`src/rtl/cram_async_writer.sv`:
```
// CellularRAM asynchronous write engine: drains halfwords from the input FIFO
// and issues CE#/WE#-controlled write cycles at consecutive addresses.
module cram_async_writer #(
    parameter int ADDR_W = 23,
    parameter int DATA_W = 16,
    parameter int CNT_W  = 8,
    parameter int T_WP   = 6,
    parameter int T_REC  = 2
) (
    input  logic              Clock,
    input  logic              aReset_n,
    input  logic              Start,
    input  logic [ADDR_W-1:0] StartAddr,
    input  logic [CNT_W-1:0]  NumHWords,
    input  logic              Abort,
    output logic              Busy,
    output logic              Done,
    output logic              Aborted,
    input  logic              InFIFO_Empty,
    input  logic [DATA_W-1:0] InFIFO_Data,
    output logic              InFIFO_Rd,
    output logic [ADDR_W-1:0] CRAM_A,
    output logic [DATA_W-1:0] CRAM_DQ_Out,
    output logic              CRAM_DQ_OE,
    output logic              CRAM_CE_n,
    output logic              CRAM_WE_n,
    output logic              CRAM_OE_n,
    output logic              CRAM_ADV_n,
    output logic              CRAM_UB_n,
    output logic              CRAM_LB_n
);

    localparam int TMAX  = (T_WP > T_REC) ? T_WP : T_REC;
    localparam int TIM_W = (TMAX > 1) ? $clog2(TMAX) : 1;

    typedef enum logic [6:0] {
        S_IDLE    = 7'b0000001,
        S_FETCH   = 7'b0000010,
        S_LATCH   = 7'b0000100,
        S_SETUP   = 7'b0001000,
        S_WRITE   = 7'b0010000,
        S_RECOVER = 7'b0100000,
        S_DONE    = 7'b1000000
    } state_t;

    state_t             state_q, state_d;
    logic [ADDR_W-1:0]  addr_q;
    logic [DATA_W-1:0]  data_q;
    logic [CNT_W-1:0]   rem_q;
    logic [TIM_W-1:0]   timer_q;
    logic               abort_q, abort_d;
    logic               rec_exit;

    logic               busy_d, done_d, aborted_d, rd_d, oe_d, ce_n_d, we_n_d;
    logic [ADDR_W-1:0]  a_d;
    logic [DATA_W-1:0]  dq_d;

    assign rec_exit = (state_q == S_RECOVER) && (timer_q == '0);

    always_ff @(posedge Clock or negedge aReset_n) begin
        if (!aReset_n) begin
            state_q <= S_IDLE;
            abort_q <= 1'b0;
        end else begin
            state_q <= state_d;
            abort_q <= abort_d;
        end
    end

    // Abort is latched in SETUP..RECOVER so the write in flight still completes.
    always_comb begin
        state_d = state_q;
        abort_d = abort_q;
        case (state_q)
            S_IDLE: begin
                if (Start) begin
                    abort_d = 1'b0;
                    state_d = (NumHWords == '0) ? S_DONE : S_FETCH;
                end
            end
            S_FETCH: begin
                if (Abort) begin
                    abort_d = 1'b1;
                    state_d = S_DONE;
                end else if (!InFIFO_Empty) begin
                    state_d = S_LATCH;
                end
            end
            S_LATCH: begin
                if (Abort) begin
                    abort_d = 1'b1;
                    state_d = S_DONE;
                end else begin
                    state_d = S_SETUP;
                end
            end
            S_SETUP: begin
                if (Abort) abort_d = 1'b1;
                state_d = S_WRITE;
            end
            S_WRITE: begin
                if (Abort) abort_d = 1'b1;
                if (timer_q == '0) state_d = S_RECOVER;
            end
            S_RECOVER: begin
                if (Abort) abort_d = 1'b1;
                if (timer_q == '0)
                    state_d = (rem_q == CNT_W'(1) || abort_d) ? S_DONE : S_FETCH;
            end
            S_DONE:  state_d = S_IDLE;
            default: begin
                state_d = S_IDLE;
                abort_d = 1'b0;
            end
        endcase
    end

    // Outputs are computed from the next state so the registered pins line up with the state.
    always_comb begin
        busy_d    = (state_d != S_IDLE);
        done_d    = (state_d == S_DONE);
        aborted_d = (state_d == S_DONE) && abort_d;
        rd_d      = (state_q == S_FETCH) && (state_d == S_LATCH);
        ce_n_d    = !((state_d == S_SETUP) || (state_d == S_WRITE));
        we_n_d    = (state_d != S_WRITE);
        oe_d      = (state_d == S_SETUP) || (state_d == S_WRITE) ||
                    ((state_d == S_RECOVER) && (state_q == S_WRITE));
        a_d       = CRAM_A;
        dq_d      = CRAM_DQ_Out;
        if ((state_q == S_LATCH) && (state_d == S_SETUP)) begin
            a_d  = addr_q;
            dq_d = InFIFO_Data;
        end
    end

    always_ff @(posedge Clock or negedge aReset_n) begin
        if (!aReset_n) begin
            addr_q  <= '0;
            data_q  <= '0;
            rem_q   <= '0;
            timer_q <= '0;
        end else begin
            if ((state_q == S_IDLE) && Start) begin
                addr_q <= StartAddr;
                rem_q  <= NumHWords;
            end else if (rec_exit) begin
                addr_q <= addr_q + 1'b1;
                rem_q  <= rem_q - 1'b1;
            end
            if (state_q == S_LATCH)
                data_q <= InFIFO_Data;
            if ((state_d == S_WRITE) && (state_q != S_WRITE))
                timer_q <= TIM_W'(T_WP - 1);
            else if ((state_d == S_RECOVER) && (state_q != S_RECOVER))
                timer_q <= TIM_W'(T_REC - 1);
            else if (timer_q != '0)
                timer_q <= timer_q - 1'b1;
        end
    end

    always_ff @(posedge Clock or negedge aReset_n) begin
        if (!aReset_n) begin
            Busy        <= 1'b0;
            Done        <= 1'b0;
            Aborted     <= 1'b0;
            InFIFO_Rd   <= 1'b0;
            CRAM_A      <= '0;
            CRAM_DQ_Out <= '0;
            CRAM_DQ_OE  <= 1'b0;
            CRAM_CE_n   <= 1'b1;
            CRAM_WE_n   <= 1'b1;
            CRAM_OE_n   <= 1'b1;
            CRAM_ADV_n  <= 1'b0;
            CRAM_UB_n   <= 1'b1;
            CRAM_LB_n   <= 1'b1;
        end else begin
            Busy        <= busy_d;
            Done        <= done_d;
            Aborted     <= aborted_d;
            InFIFO_Rd   <= rd_d;
            CRAM_A      <= a_d;
            CRAM_DQ_Out <= dq_d;
            CRAM_DQ_OE  <= oe_d;
            CRAM_CE_n   <= ce_n_d;
            CRAM_WE_n   <= we_n_d;
            CRAM_OE_n   <= 1'b1;
            CRAM_ADV_n  <= 1'b0;
            CRAM_UB_n   <= ce_n_d;
            CRAM_LB_n   <= ce_n_d;
        end
    end

    logic unused_data;
    assign unused_data = ^data_q;

endmodule

```
`config.mk`:
```
export PLATFORM = sky130hd
export DESIGN_NAME = cram_async_writer
export DESIGN_NICKNAME = d
export VERILOG_FILES = /design/src/rtl/cram_async_writer.sv
export SDC_FILE = /design/constraint.sdc
export NUM_CORES = 1
export LEC_CHECK = 0
export ABC_AREA = 1
export BUFFER_PORTS_ARGS = -buffer_cell sky130_fd_sc_hd__buf_4
export CELL_PAD_IN_SITES_DETAIL_PLACEMENT = 1
export CELL_PAD_IN_SITES_GLOBAL_PLACEMENT = 2
export CORE_MARGIN = 3
export CORE_UTILIZATION = 25
export CTS_BUF_LIST = sky130_fd_sc_hd__clkbuf_8
export DETAILED_ROUTE_END_ITERATION = 8
export GPL_TIMING_DRIVEN = 0
export PLACE_DENSITY = 0.72
export REMOVE_ABC_BUFFERS = 1
export SLEW_MARGIN = 20
export SYNTH_ARGS = -nofsm -noshare
export SYNTH_HDL_FRONTEND = slang
export SYNTH_SLANG_ARGS = --single-unit
export TNS_END_PERCENT = 10
```
`constraint.sdc`:
```
create_clock -name Clock -period 1.95 [get_ports Clock]
set_clock_uncertainty 0.2 [all_clocks]
set_input_delay 0 -clock Clock [delete_from_list [all_inputs] [get_ports Clock]]
set_output_delay 0 -clock Clock [all_outputs]
set_load 0.05 [all_outputs]
```
# Word level (Yosys, flattened, before mapping)
# Cells that the tools add are included.
[op_classes]
n_mux = 20
add_sub_neg = 3
eq_ne = 17
n_reduce_logical = 18
[op_table]
columns = ["cell", "n"]
rows = [
  ["7-bit 2-to-1 mux", 8],
  ["23-bit 2-to-1 mux", 2],
  ["7-bit one-hot mux with 6 select lines", 1],
  ["23-bit by 1-bit adder with 23-bit output (second input constant)", 1],
  ["8-bit 2-to-1 mux", 2],
  ["7-bit by 3-bit equality test with 1-bit output (second input constant)", 2],
  ["7-bit by 4-bit equality test with 1-bit output (second input constant)", 2],
  ["7-bit by 5-bit equality test with 1-bit output (second input constant)", 2],
  ["7-bit by 6-bit equality test with 1-bit output (second input constant)", 2],
  ["7-bit equality test (second input constant)", 2],
  ["7-bit by 5-bit != test with 1-bit output (second input constant)", 2],
  ["3-bit 2-to-1 mux", 3],
  ["8-bit by 1-bit equality test with 1-bit output (second input constant)", 1],
  ["1-bit logical AND", 8],
  ["8-bit logical NOT", 1],
  ["8-bit by 1-bit subtractor with 8-bit output (second input constant)", 1],
  ["7-bit by 1-bit equality test with 1-bit output (second input constant)", 1],
  ["7-bit by 2-bit equality test with 1-bit output (second input constant)", 1],
  ["7-bit by 1-bit != test with 1-bit output (second input constant)", 1],
  ["7-bit by 6-bit != test with 1-bit output (second input constant)", 1],
  ["3-bit nonzero test", 2],
  ["1-bit one-hot mux with 4 select lines", 1],
  ["4-bit OR reduction", 1],
  ["3-bit logical NOT", 1],
  ["5 further kinds", 9],
]
[word_totals]
elab_cells = 72
ff_bits = 88
output_inout_bits = 50
input_bits = 52

# Logic depth before layout (Yosys ltp)
# Gate-level depths: netlist of run 1.
[depth]
ltp_word = 10
depth_mapped = 11
mapped_depth_nobuf = 10

# Least setup slack after synthesis of run 1
# OpenSTA, ideal clock, no wires.
[synth_timing]
kind = "flip-flop to flip-flop"
from = "reg timer_q[0]"
to = "reg addr_q[5]"
setup_slack_ns = 0.257
period_less_slack_ns = 1.693
required_time_ns = 1.621
path_stages_with_launch = 11
arrival_ns = 1.363
n_path_buf = 1
setup_ns = 0.129
path_cell_list = "dfrtp_1 > inv_1 > ha_1 > nand2_1 > inv_1 > nand2_4 > nand2_4 > inv_2 > buf_4 > nand2_1 > nand3_1"
[synth_between]
elab_chain_len = 3
[synth_rtl]
columns = ["element", "line", "text"]
rows = [
  ["start: declaration", "50", "logic [TIM_W-1:0] timer_q;"],
  ["start signal: assignment", "153", "timer_q <= TIM_W'(T_WP - 1);"],
  ["start signal: assignment", "155", "timer_q <= TIM_W'(T_REC - 1);"],
  ["start signal: assignment", "157", "timer_q <= timer_q - 1'b1;"],
  ["3-bit logical NOT", "58", "assign rec_exit = (state_q == S_RECOVER) && (timer_q == '0);"],
  ["1-bit logical AND", "58", ""],
  ["2-bit nonzero test (no source line)", "-", ""],
  ["end signal: assignment", "144", "addr_q <= StartAddr;"],
  ["end signal: assignment", "147", "addr_q <= addr_q + 1'b1;"],
  ["end: declaration", "47", "logic [ADDR_W-1:0] addr_q;"],
]
# No other way between the ends.
# A chain may end at the register's enable or synchronous reset.

# Worst setup path after layout of run 1
[layout_timing]
from = "reg state_q[0]"
to = "reg addr_q[15]"
[layout_between]
elab_chain_len = 3
elab_cells_between_ends = 6
classes_between = "2 x eq/ne; 1 x mux; 3 x reduce/logical"
[layout_rtl]
columns = ["element", "line", "text"]
rows = [
  ["start: declaration", "46", "state_t state_q, state_d;"],
  ["start signal: assignment", "65", "state_q <= state_d;"],
  ["7-bit by 1-bit equality test with 1-bit output / 7-bit by 6-bit equality test with 1-bit output (equally long branches)", "143, 58", ""],
  ["1-bit logical AND (on tied branches)", "143, 58", ""],
  ["23-bit 2-to-1 mux / 2-bit nonzero test (equally long branches)", "-", ""],
]
# Several ways; a longest one is shown, not always the timed one.

==> results.json, run 1 <==
{
  "clkTransAtPathRegs_ns": 0.10,
  "critPathCaptureType": "flop",
  "globalRouteTotalUtil_pct": 14.6,
  "crit_end": "addr_q[15]",
  "fin_crit_ns": 1.88,
  "grt_max_degree": 89,
  "syn_inst": 610,
  "synthDistinctLibCells": 33,
  "clock-sinks": 88,
  "drc": 0,
  "finalWirelength_um": 14600,
  "finish.net_count": 817,
  "pwr-share-clk_pct": 15.8,
  "final_antenna_net_count": 0,
  "syn_area_per_cell_um2": 7.48,
  "drt_iter0_drc": 202,
  "synth_compound_area_share_pct": 6.97,
  "path_delay_family": "simple AND/OR/NAND/NOR gates",
  "portBuffers": 99,
  "synth_warnings": 0,
  "rr_startpoint": "state_q[0]",
  "synth_top_family_by_area": "simple AND/OR/NAND/NOR gates",
  "antenna_cells": 0,
  "max_freq_ghz": 0.531,
  "p_int_uw": 4430,
  "r2r-end": "addr_q[15]",
  "sw_frac_of_total_pct": 47.7,
  "core_mm2": 0.0176,
  "cp_max_fo": 18,
  "drt-pass1-iter-count": 4,
  "yosysMostFrequentCell": "nand2_1",
  "outcome": "finished, final reports clean",
  "cts_buffers": 9,
  "die_h_um": 141,
  "initial_utilization_pct": 25.9,
  "wl_per_cell_um": 14.7,
  "p_per_area_mw_per_mm2": 1330,
  "hp-class": "in2async",
  "cp_slowest_cell": "dfstp_2",
  "cts_tree": "built",
  "cp.arrival_ns": 1.96,
  "overflow": 0,
  "maxCapViolations": 0,
  "period_share_pct": 96.6,
  "h-tree-depth": 3,
  "rows": 48,
  "die-area_mm2": 0.0199,
  "hpwl_um": 10100,
  "grt_pass1_vias": 4671,
  "rrSetupSlack_ns": 0.07,
  "setup_viol": 0,
  "finalWeightedCongestion": 0.797,
  "combinationalPowerShare_pct": 47.7,
  "drive_gt1_share_pct": 20.7,
  "num_vias": 4483,
  "max_slew.worst_pin.slew_ns": 0.861,
  "boundaryPins": 102,
  "die_w_um": 141,
  "area_growth_pct": 39.7,
  "ir_worst_vdd_mv": 0.565,
  "final_cells": 990,
  "yosys.area_share.xor_xnor_pct": 1.34,
  "synth.largest_area_cell": "dfrtp_1",
  "grt_pass1_wl_um": 23300,
  "cp.required_ns": 2.03,
  "synth-simple-area-share_pct": 33.6,
  "cp-startpoint": "state_q[0]",
  "p_leak_uw": 0.00319,
  "ys_top_cells_by_area": "dfrtp_1 47%, nand2_1 20%, nand3_1 5.6%",
  "synth_top_cell_area_share_pct": 46.6,
  "synth_area_mm2": 0.00456,
  "clockRootBuffer": "clkbuf_8",
  "worst-path-buf-inv": 0,
  "worstPathCellList": "nand3_2 -> nor2_4 -> nand2_8 -> or2_2 -> nand3_1 -> nand2_1",
  "synthTopCellsByCount": "245 x nand2_1, 85 x dfrtp_1, 55 x inv_1",
  "cts.path.max_buffers": 2,
  "drv_slew": 0,
  "p_total_uw": 8470,
  "cp-start-kind": "flop",
  "cpPeakStageDelay_ns": 0.59,
  "crit_cells": 6,
  "synthFlopType": "dfrtp_1",
  "yosys-mux-area-fraction_pct": 0,
  "hold_viol": 0,
  "fin_worst_hold_slack_ns": 0.0530,
  "dp.cells": 916,
  "async_flop_share_pct": 100,
  "antenna_found_initial": 0,
  "crit_type": "reg2reg",
  "synth_adder_area_share_pct": 1.37,
  "power_switching_uw": 4040,
  "relSlewSlack_pct": 42.6,
  "synth_edf_count": 0,
  "ys_ff_latch": 88,
  "clk_latency_ns": 0.38,
  "r2r_cells": 6,
  "yosysSeqAreaShare_pct": 48.4,
  "vias_per_cell": 4.53,
  "pwr-share-seq_pct": 36.4
}
-- state kept, by name (all words and copies together) (netlist names), 3 cells and up --
register     count
CRAM_A          23
addr_q          23
CRAM_DQ_Out     16
rem_q            8
state_q          7
timer_q          3
-- kinds of logic (layout without fill, tap and decap cells) --
kind of cell,count (synthesis),after routing
AO/OA/AOI/OAI,56,56
XOR/XNOR,7,7
adder cells (fa/ha/maj),5,5
buffers and inverters,81,233
flip-flops,88,88
other,2,2
AND/OR/NAND/NOR,371,374
-- layout make-up --
class                      count  area (um^2)
clock buffer                   9          124
clock inverter                 7         80.1
fill                        2163        11200
inverter                      60          258
multi-input combinational    444         2100
sequential                    88         2210
tap                          225          282
timing repair buffer         157         1320
-- power groups by stage --
stage,clock [uW],sequential [uW],combinational [uW]
after floorplan,0,3900,1650
after global placement,0,3070,3630
after detailed placement,0,3100,3730
after CTS,1420,3080,3890
after global routing,1500,3190,4500
final,1340,3090,4040
-- how the worst min path moves through the flow --
stage | end | slack [ns] | cells after the start
CTS | CRAM_DQ_Out[14] | 0.08 | 2
detailed placement | CRAM_DQ_Out[14] | -0.05 | 1
global placement | CRAM_DQ_Out[0] | -0.006 | 3
global route | CRAM_DQ_Out[14] | 0.16 | 2
finish | CRAM_DQ_Out[14] | 0.05 | 2
floorplan | Aborted | -0.50 | 0
-- timing repair --
action	CTS	global route
hold buffers	51	0
pin swaps	1	3
endpoints found under the setup margin	72	34
setup buffers	1	3
cloned	0	3
hold endpoints to repair	144	0
resized for setup	13	18
-- layer usage --
metal,GRT usage (%),vias to the layer above,share of wire (%),routed length [um]
met3,2.85,16,3.6,528
met4,3.82,0,1.4,203
met2,26.1,87,50,7340
met1,17.8,2164,45,6530
li1,-,2216,-,-
met5,0,-,0,0
-- through the flow --
stage / instance area, um^2 / util [%] / setup TNS [ns] / setup WS, ns
final: 6370 / 36.2 / 0 / 0.0658
after global routing: 6370 / 36.2 / -0.00148 / -0.00148
after CTS: 6250 / 35.5 / -0.231 / -0.126
after detailed placement: 5480 / 31.1 / -22.52 / -0.474
after global placement: 5440 / 30.9 / -96.23 / -2.42
after floorplan: 4420 / - / -32.20 / -0.869
-- cells in the final DEF (no fill, tap or decap), types with 7 or more instances in the layout --
cell           instances
o21ai_0               32
o21ai_1                7
nand2_1              244
nor2_1                47
dfrtp_1               83
nor2_2                 8
o211ai_1               9
buf_4                102
clkbuf_8               9
dlygate4sd3_1         51
nand3_1               49
inv_1                 53
Power figures use the tool's default switching activity.
==> run 2, diff against run 1 <==
--- a/config.mk
+++ b/config.mk
@@ -10,11 +10,11 @@
 export CELL_PAD_IN_SITES_DETAIL_PLACEMENT = 1
 export CELL_PAD_IN_SITES_GLOBAL_PLACEMENT = 2
 export CORE_MARGIN = 3
-export CORE_UTILIZATION = 25
+export CORE_UTILIZATION = 31
 export CTS_BUF_LIST = sky130_fd_sc_hd__clkbuf_8
 export DETAILED_ROUTE_END_ITERATION = 8
 export GPL_TIMING_DRIVEN = 0
-export PLACE_DENSITY = 0.72
+export PLACE_DENSITY = 0.85
 export REMOVE_ABC_BUFFERS = 1
 export SLEW_MARGIN = 20
 export SYNTH_ARGS = -nofsm -noshare
==> run 2 against run 1 <==
Total power shrank 1.1%. Routed wire length is 2.4% lower. Global-route usage up 3.4 points. Maximum frequency increased by 1.5%. Non-clock buffer count unchanged. Die area is 19% lower. Final cell count is 4.6% lower. Largest cell class unchanged.
==> results.json, run 2 (synthesized netlist as in run 1, its figures left out) <==
{
  "path_common_cell": "nand3_1",
  "die_w_um": 127,
  "globalRouteTotalUtil_pct": 17.9,
  "area_growth_pct": 37.4,
  "cp-start-kind": "flop",
  "ir_worst_vdd_mv": 0.503,
  "cp.required_ns": 2.01,
  "p_per_area_mw_per_mm2": 1340,
  "rrSetupSlack_ns": 0.09,
  "final_util_pct": 44.3,
  "clkTransAtPathRegs_ns": 0.09,
  "p_leak_uw": 0.00317,
  "drive_gt1_share_pct": 19.6,
  "overflow": 0,
  "crit_type": "reg2reg",
  "cp_slowest_cell": "dfrtp_1",
  "relSlewSlack_pct": 43.9,
  "finalWirelength_um": 14300,
  "grt_max_degree": 89,
  "die-area_mm2": 0.0162,
  "finalWeightedCongestion": 0.829,
  "rr_startpoint": "state_q[3]",
  "grt_pass1_wl_um": 23500,
  "h-tree-depth": 3,
  "placed_area_mm2": 0.00542,
  "r2r-end": "addr_q[15]",
  "die_h_um": 127,
  "p_total_uw": 8380,
  "hpwl_um": 9490,
  "drc": 0,
  "vias_per_cell": 4.69,
  "setup_slack_ns": 0.0943,
  "rows": 43,
  "cp.arrival_ns": 1.91,
  "hold_viol": 0,
  "layout_common_cells": "245 x nand2_1, 102 x buf_4, 83 x dfrtp_1",
  "period_share_pct": 95.2,
  "cp_max_fo": 17,
  "antenna_cells": 0,
  "drt-pass1-iter-count": 4,
  "worst-path-buf-inv": 0,
  "r2r_cells": 7,
  "outcome": "finished, final reports clean",
  "max_slew.worst_pin.slew_ns": 0.841,
  "drt_iter0_drc": 156,
  "rsz0062_at_grt": "yes",
  "clock-sinks": 88,
  "maxCapViolations": 0,
  "boundaryPins": 102,
  "cts.path.max_buffers": 2,
  "wl_per_cell_um": 15.1,
  "final_common_cell": "nand2_1",
  "fin_area_mm2": 0.00626,
  "path_delay_family": "simple AND/OR/NAND/NOR gates",
  "drv_slew": 0,
  "critPathCaptureType": "flop",
  "reg_top3": "CRAM_A (23), addr_q (23), CRAM_DQ_Out (16)",
  "portBuffers": 99,
  "final_antenna_net_count": 0,
  "fin_crit_ns": 1.86,
  "worstPathCellList": "nor2_2 -> nand3_1 -> nor2_4 -> nand2_8 -> or2_2 -> nand3_1 -> nand2_1",
  "fillers": 1747,
  "initial_utilization_pct": 32.2,
  "grt_pass1_vias": 4752,
  "finish.net_count": 816,
  "clk_latency_ns": 0.37,
  "setup_viol": 0,
  "cpPeakStageDelay_ns": 0.43,
  "max_freq_ghz": 0.539,
  "cts_buffers": 9,
  "cts_tree": "built",
  "antenna_found_initial": 0,
  "hp-class": "in2async",
  "num_vias": 4427,
  "clockRootBuffer": "clkbuf_8",
  "core_mm2": 0.0141,
  "dp_worst_setup_slack_ns": -0.395
}
==> run 2: changes by cell type in the layout (fill, tap and decap cells not counted), moves of 2 or more <==
cell | previous run | this run
nand2_4 | 3 | 1
nor2_1 | 47 | 50
inv_1 | 53 | 55
nor2_2 | 8 | 6
inv_8 | 2 | 0
==> run 2: routing by layer <==
layer	share of wire, %	up-vias	track usage, %
met4	1.6	0	5.49
met3	3.3	13	2.38
met2	50	86	31.8
met1	45	2120	22.7
met5	0	-	0
li1	-	2208	-
==> run 2: metrics by stage <==
stage / hold slack, ns / setup TNS, ns / instances
final: 0.0745 / 0 / 944
after floorplan: -0.496 / -32.20 / 589
after global routing: 0.138 / -0.0145 / 944
after CTS: 0.102 / -0.00592 / 943
after detailed placement: -0.0523 / -12.78 / 871
after global placement: -0.00382 / -84.87 / 868
==> run 2: how the worst max path moves through the flow <==
stage | slack [ns] | from | cells after the start | to
finish | 0.09 | state_q[3] | 7 | addr_q[15]
global route | -0.008 | state_q[3] | 9 | addr_q[3]
CTS | -0.006 | addr_q[0] | 8 | addr_q[14]
detailed placement | -0.40 | state_q[3] | 8 | rem_q[1]
global placement | -2.08 | state_q[4] | 7 | CRAM_DQ_OE
floorplan | -0.87 | state_q[4] | 7 | CRAM_DQ_OE
==> run 2: final cells by class <==
cell class | instances | area (um^2) | area share (%)
repair buffers | 157 | 1320 | 21.1
flip-flops and latches | 88 | 2210 | 35.3
well taps | 180 | 225 | 3.59
inverters | 60 | 253 | 4.03
clock inverters | 6 | 61.3 | 0.979
multi-input cells | 443 | 2060 | 32.9
clock buffers | 10 | 138 | 2.20
==> run 2: report_power, final <==
part	internal (uW)	switching (uW)	leakage [uW]
clock network	621	698	0.000101
registers	2480	598	0.00115
logic	1290	2690	0.00192
total	4390	3980	0.00317
==> run 2: timing repair <==
action | in CTS | in global routing
setup endpoints to repair | 71 | 23
gates resized for setup | 10 | 12
hold buffers | 51 | 0
pin swaps | 3 | 2
cloned | 2 | 0
endpoints found under the hold margin | 145 | 0
setup buffers | 3 | 1
==> run 3, diff against run 2 <==
--- a/config.mk
+++ b/config.mk
@@ -5,16 +5,15 @@
 export SDC_FILE = /design/constraint.sdc
 export NUM_CORES = 1
 export LEC_CHECK = 0
-export ABC_AREA = 1
 export BUFFER_PORTS_ARGS = -buffer_cell sky130_fd_sc_hd__buf_4
 export CELL_PAD_IN_SITES_DETAIL_PLACEMENT = 1
 export CELL_PAD_IN_SITES_GLOBAL_PLACEMENT = 2
 export CORE_MARGIN = 3
-export CORE_UTILIZATION = 31
+export CORE_UTILIZATION = 33
 export CTS_BUF_LIST = sky130_fd_sc_hd__clkbuf_8
 export DETAILED_ROUTE_END_ITERATION = 8
 export GPL_TIMING_DRIVEN = 0
-export PLACE_DENSITY = 0.85
+export PLACE_DENSITY = 0.86
 export REMOVE_ABC_BUFFERS = 1
 export SLEW_MARGIN = 20
 export SYNTH_ARGS = -nofsm -noshare
==> run 3 against run 2 <==
The flow now finishes with violations (negative setup slack). Final cell count fell by 14%. Via count shrank 7.4%. Largest cell class unchanged. Clock power is 9.8% lower. Maximum frequency shrank 15%. Clock-buffer cell count down 1. Synthesized cell count shrank 22%. Combinational power down 13%. Critical path depth stayed put. Largest power group unchanged. Sequential share of layout area grew 0.094 points. Design area is essentially flat. Worst setup slack lost 0.34 ns. Register-to-register slack worse by 0.34 ns. Critical path type unchanged.
==> results.json, run 3 <==
{
  "outcome": "finished with violations",
  "violations": "negative setup slack",
  "syn_inst": 473,
  "max_freq_ghz": 0.455,
  "p_per_area_mw_per_mm2": 1230,
  "h-tree-depth": 3,
  "cts.path.max_buffers": 2,
  "hold_viol": 0,
  "initial_utilization_pct": 34.4,
  "setup_slack_ns": -0.246,
  "finalWeightedCongestion": 0.767,
  "globalRouteTotalUtil_pct": 20.3,
  "die_h_um": 119,
  "die-area_mm2": 0.0142,
  "path_common_cell": "buf_6",
  "hp-class": "in2async",
  "fin_crit_ns": 2.20,
  "ir_worst_vdd_mv": 0.606,
  "clkTransAtPathRegs_ns": 0.10,
  "worstPathCellList": "or3_4 -> nor4_4 -> buf_6 -> buf_6 -> nor2_4 -> a22o_1 -> or3_1",
  "maxCapViolations": 0,
  "grt_pass1_vias": 4375,
  "synth_warnings": 0,
  "final_cells": 813,
  "drt_iter0_drc": 203,
  "ys_top_cells_by_area": "dfrtp_1 50%, nand2_1 14%, nand3_1 2.9%",
  "rsz0062_at_grt": "yes",
  "synth.largest_area_cell": "dfrtp_1",
  "cp-start-kind": "flop",
  "cp.required_ns": 2.01,
  "layout_common_cells": "155 x nand2_1, 114 x buf_4, 79 x dfrtp_1",
  "drv_slew": 0,
  "r2r_cells": 7,
  "ys_ff_latch": 88,
  "crit_end": "addr_q[22]",
  "yosysMostFrequentCell": "nand2_1",
  "vias_per_cell": 5.04,
  "relSlewSlack_pct": 45.2,
  "portBuffers": 99,
  "cp.arrival_ns": 2.26,
  "rr_startpoint": "state_q[2]",
  "placed_area_mm2": 0.00511,
  "reg_top3": "CRAM_A (23), addr_q (23), CRAM_DQ_Out (16)",
  "synthDistinctLibCells": 55,
  "critPathCaptureType": "flop",
  "core_mm2": 0.0123,
  "hpwl_um": 8300,
  "num_vias": 4098,
  "boundaryPins": 102,
  "async_flop_share_pct": 100,
  "cp_slowest_cell": "dfrtp_2",
  "drive_gt1_share_pct": 31.8,
  "wl_per_cell_um": 17.1,
  "worst-path-buf-inv": 2,
  "max_slew.worst_pin.slew_ns": 0.822,
  "clockRootBuffer": "clkbuf_8",
  "p_leak_uw": 0.00294,
  "clock-sinks": 88,
  "area_growth_pct": 48.6,
  "synth_top_cell_area_share_pct": 50.5,
  "final_util_pct": 51.1,
  "cpPeakStageDelay_ns": 0.43,
  "dp.cells": 723,
  "synthFlopType": "dfrtp_1",
  "antenna_found_initial": 0,
  "finish.net_count": 697,
  "clk_latency_ns": 0.39,
  "cts_buffers": 9,
  "r2r-end": "addr_q[22]",
  "drc": 0,
  "synthTopCellsByCount": "158 x nand2_1, 85 x dfrtp_1, 28 x nor2_1",
  "grt_max_degree": 89,
  "die_w_um": 119,
  "crit_cells": 7,
  "final_antenna_net_count": 0,
  "antenna_cells": 0,
  "crit_type": "reg2reg",
  "yosysSeqAreaShare_pct": 52.3,
  "grt_pass1_wl_um": 23100,
  "path_delay_family": "simple AND/OR/NAND/NOR gates",
  "rrSetupSlack_ns": -0.25,
  "overflow": 0,
  "setup_viol": 76,
  "cts_tree": "built",
  "rows": 40,
  "cp_max_fo": 10,
  "syn_area_per_cell_um2": 8.91,
  "final_common_cell": "nand2_1",
  "period_share_pct": 113,
  "drt-pass1-iter-count": 4,
  "cp-startpoint": "state_q[2]",
  "synth_edf_count": 0,
  "fin_area_mm2": 0.00626,
  "finalWirelength_um": 13900,
  "synth_area_mm2": 0.00421
}
==> run 3: cell types whose count changed in the layout (fill, tap and decap cells not counted), sizes merged, moves of 9 or more <==
cell / delta
nor4: +9
nand2: -92
o21ai: -23
inv: -53
buf: +19
nand3: -27
nor2: -28
==> run 3: area by class of cell <==
class,count,area (um^2)
fillers,1406,6000
flip-flops and latches,88,2210
multi-input cells,356,2110
repair buffers,178,1520
well taps,168,210
clock buffers,9,124
clock inverters,7,56.3
inverters,7,26.3
==> run 3: cell families after synthesis <==
family                     after synthesis  synth area share, %
and+or+nand+nor                        275                 29.8
DFF                                     88                 52.3
AOI/OAI and AO/OA                       58                 9.38
buffers and inverters                   32                 3.98
xor gates and xnor gates                10                 2.08
adders and majority gates                5                 1.48
muxes                                    3                0.713
other                                    2                0.178
==> run 3: routing by layer <==
layer,wire length (um),global-route usage (%),share of wire [%]
met1,6190,26.2,45
met3,529,3.85,3.8
met5,0,0,0
met2,6960,34.1,50
met4,195,6.59,1.4
==> run 3: worst min-delay path by stage <==
stage	depth (start not counted)	to	startpoint
floorplan	0	Aborted	aReset_n
global placement	2	state_q[2]	InFIFO_Empty
detailed placement	1	CRAM_DQ_Out[2]	aReset_n
CTS	2	CRAM_DQ_Out[10]	aReset_n
global route	2	CRAM_DQ_Out[5]	aReset_n
finish	2	CRAM_DQ_Out[15]	aReset_n
==> run 3: report_power, final <==
part           switching, uW  internal (uW)  total, uW
clock network            723            470       1190
registers                627           2440       3060
logic                   2210           1260       3470
==> run 3: through the flow <==
stage	setup TNS, ns	total power (uW)	hold slack, ns	setup slack [ns]
after detailed placement	-47.08	5960	-0.0609	-1.21
after global placement	-249.85	5800	-0.0269	-4.32
after global routing	-16.06	8250	0.110	-0.332
final	-8.40	7730	0.0654	-0.246
after CTS	-13.45	7590	0.0884	-0.292
after floorplan	-118.05	4920	-0.496	-2.06
==> run 3: repair_timing <==
item                       in CTS  in global routing
cloned                          3                  0
hold buffers                   51                  0
setup buffers                  17                  3
resized for setup              51                 24
pin swaps                      16                 10
setup endpoints to repair      79                 80
hold endpoints to repair      156                  0
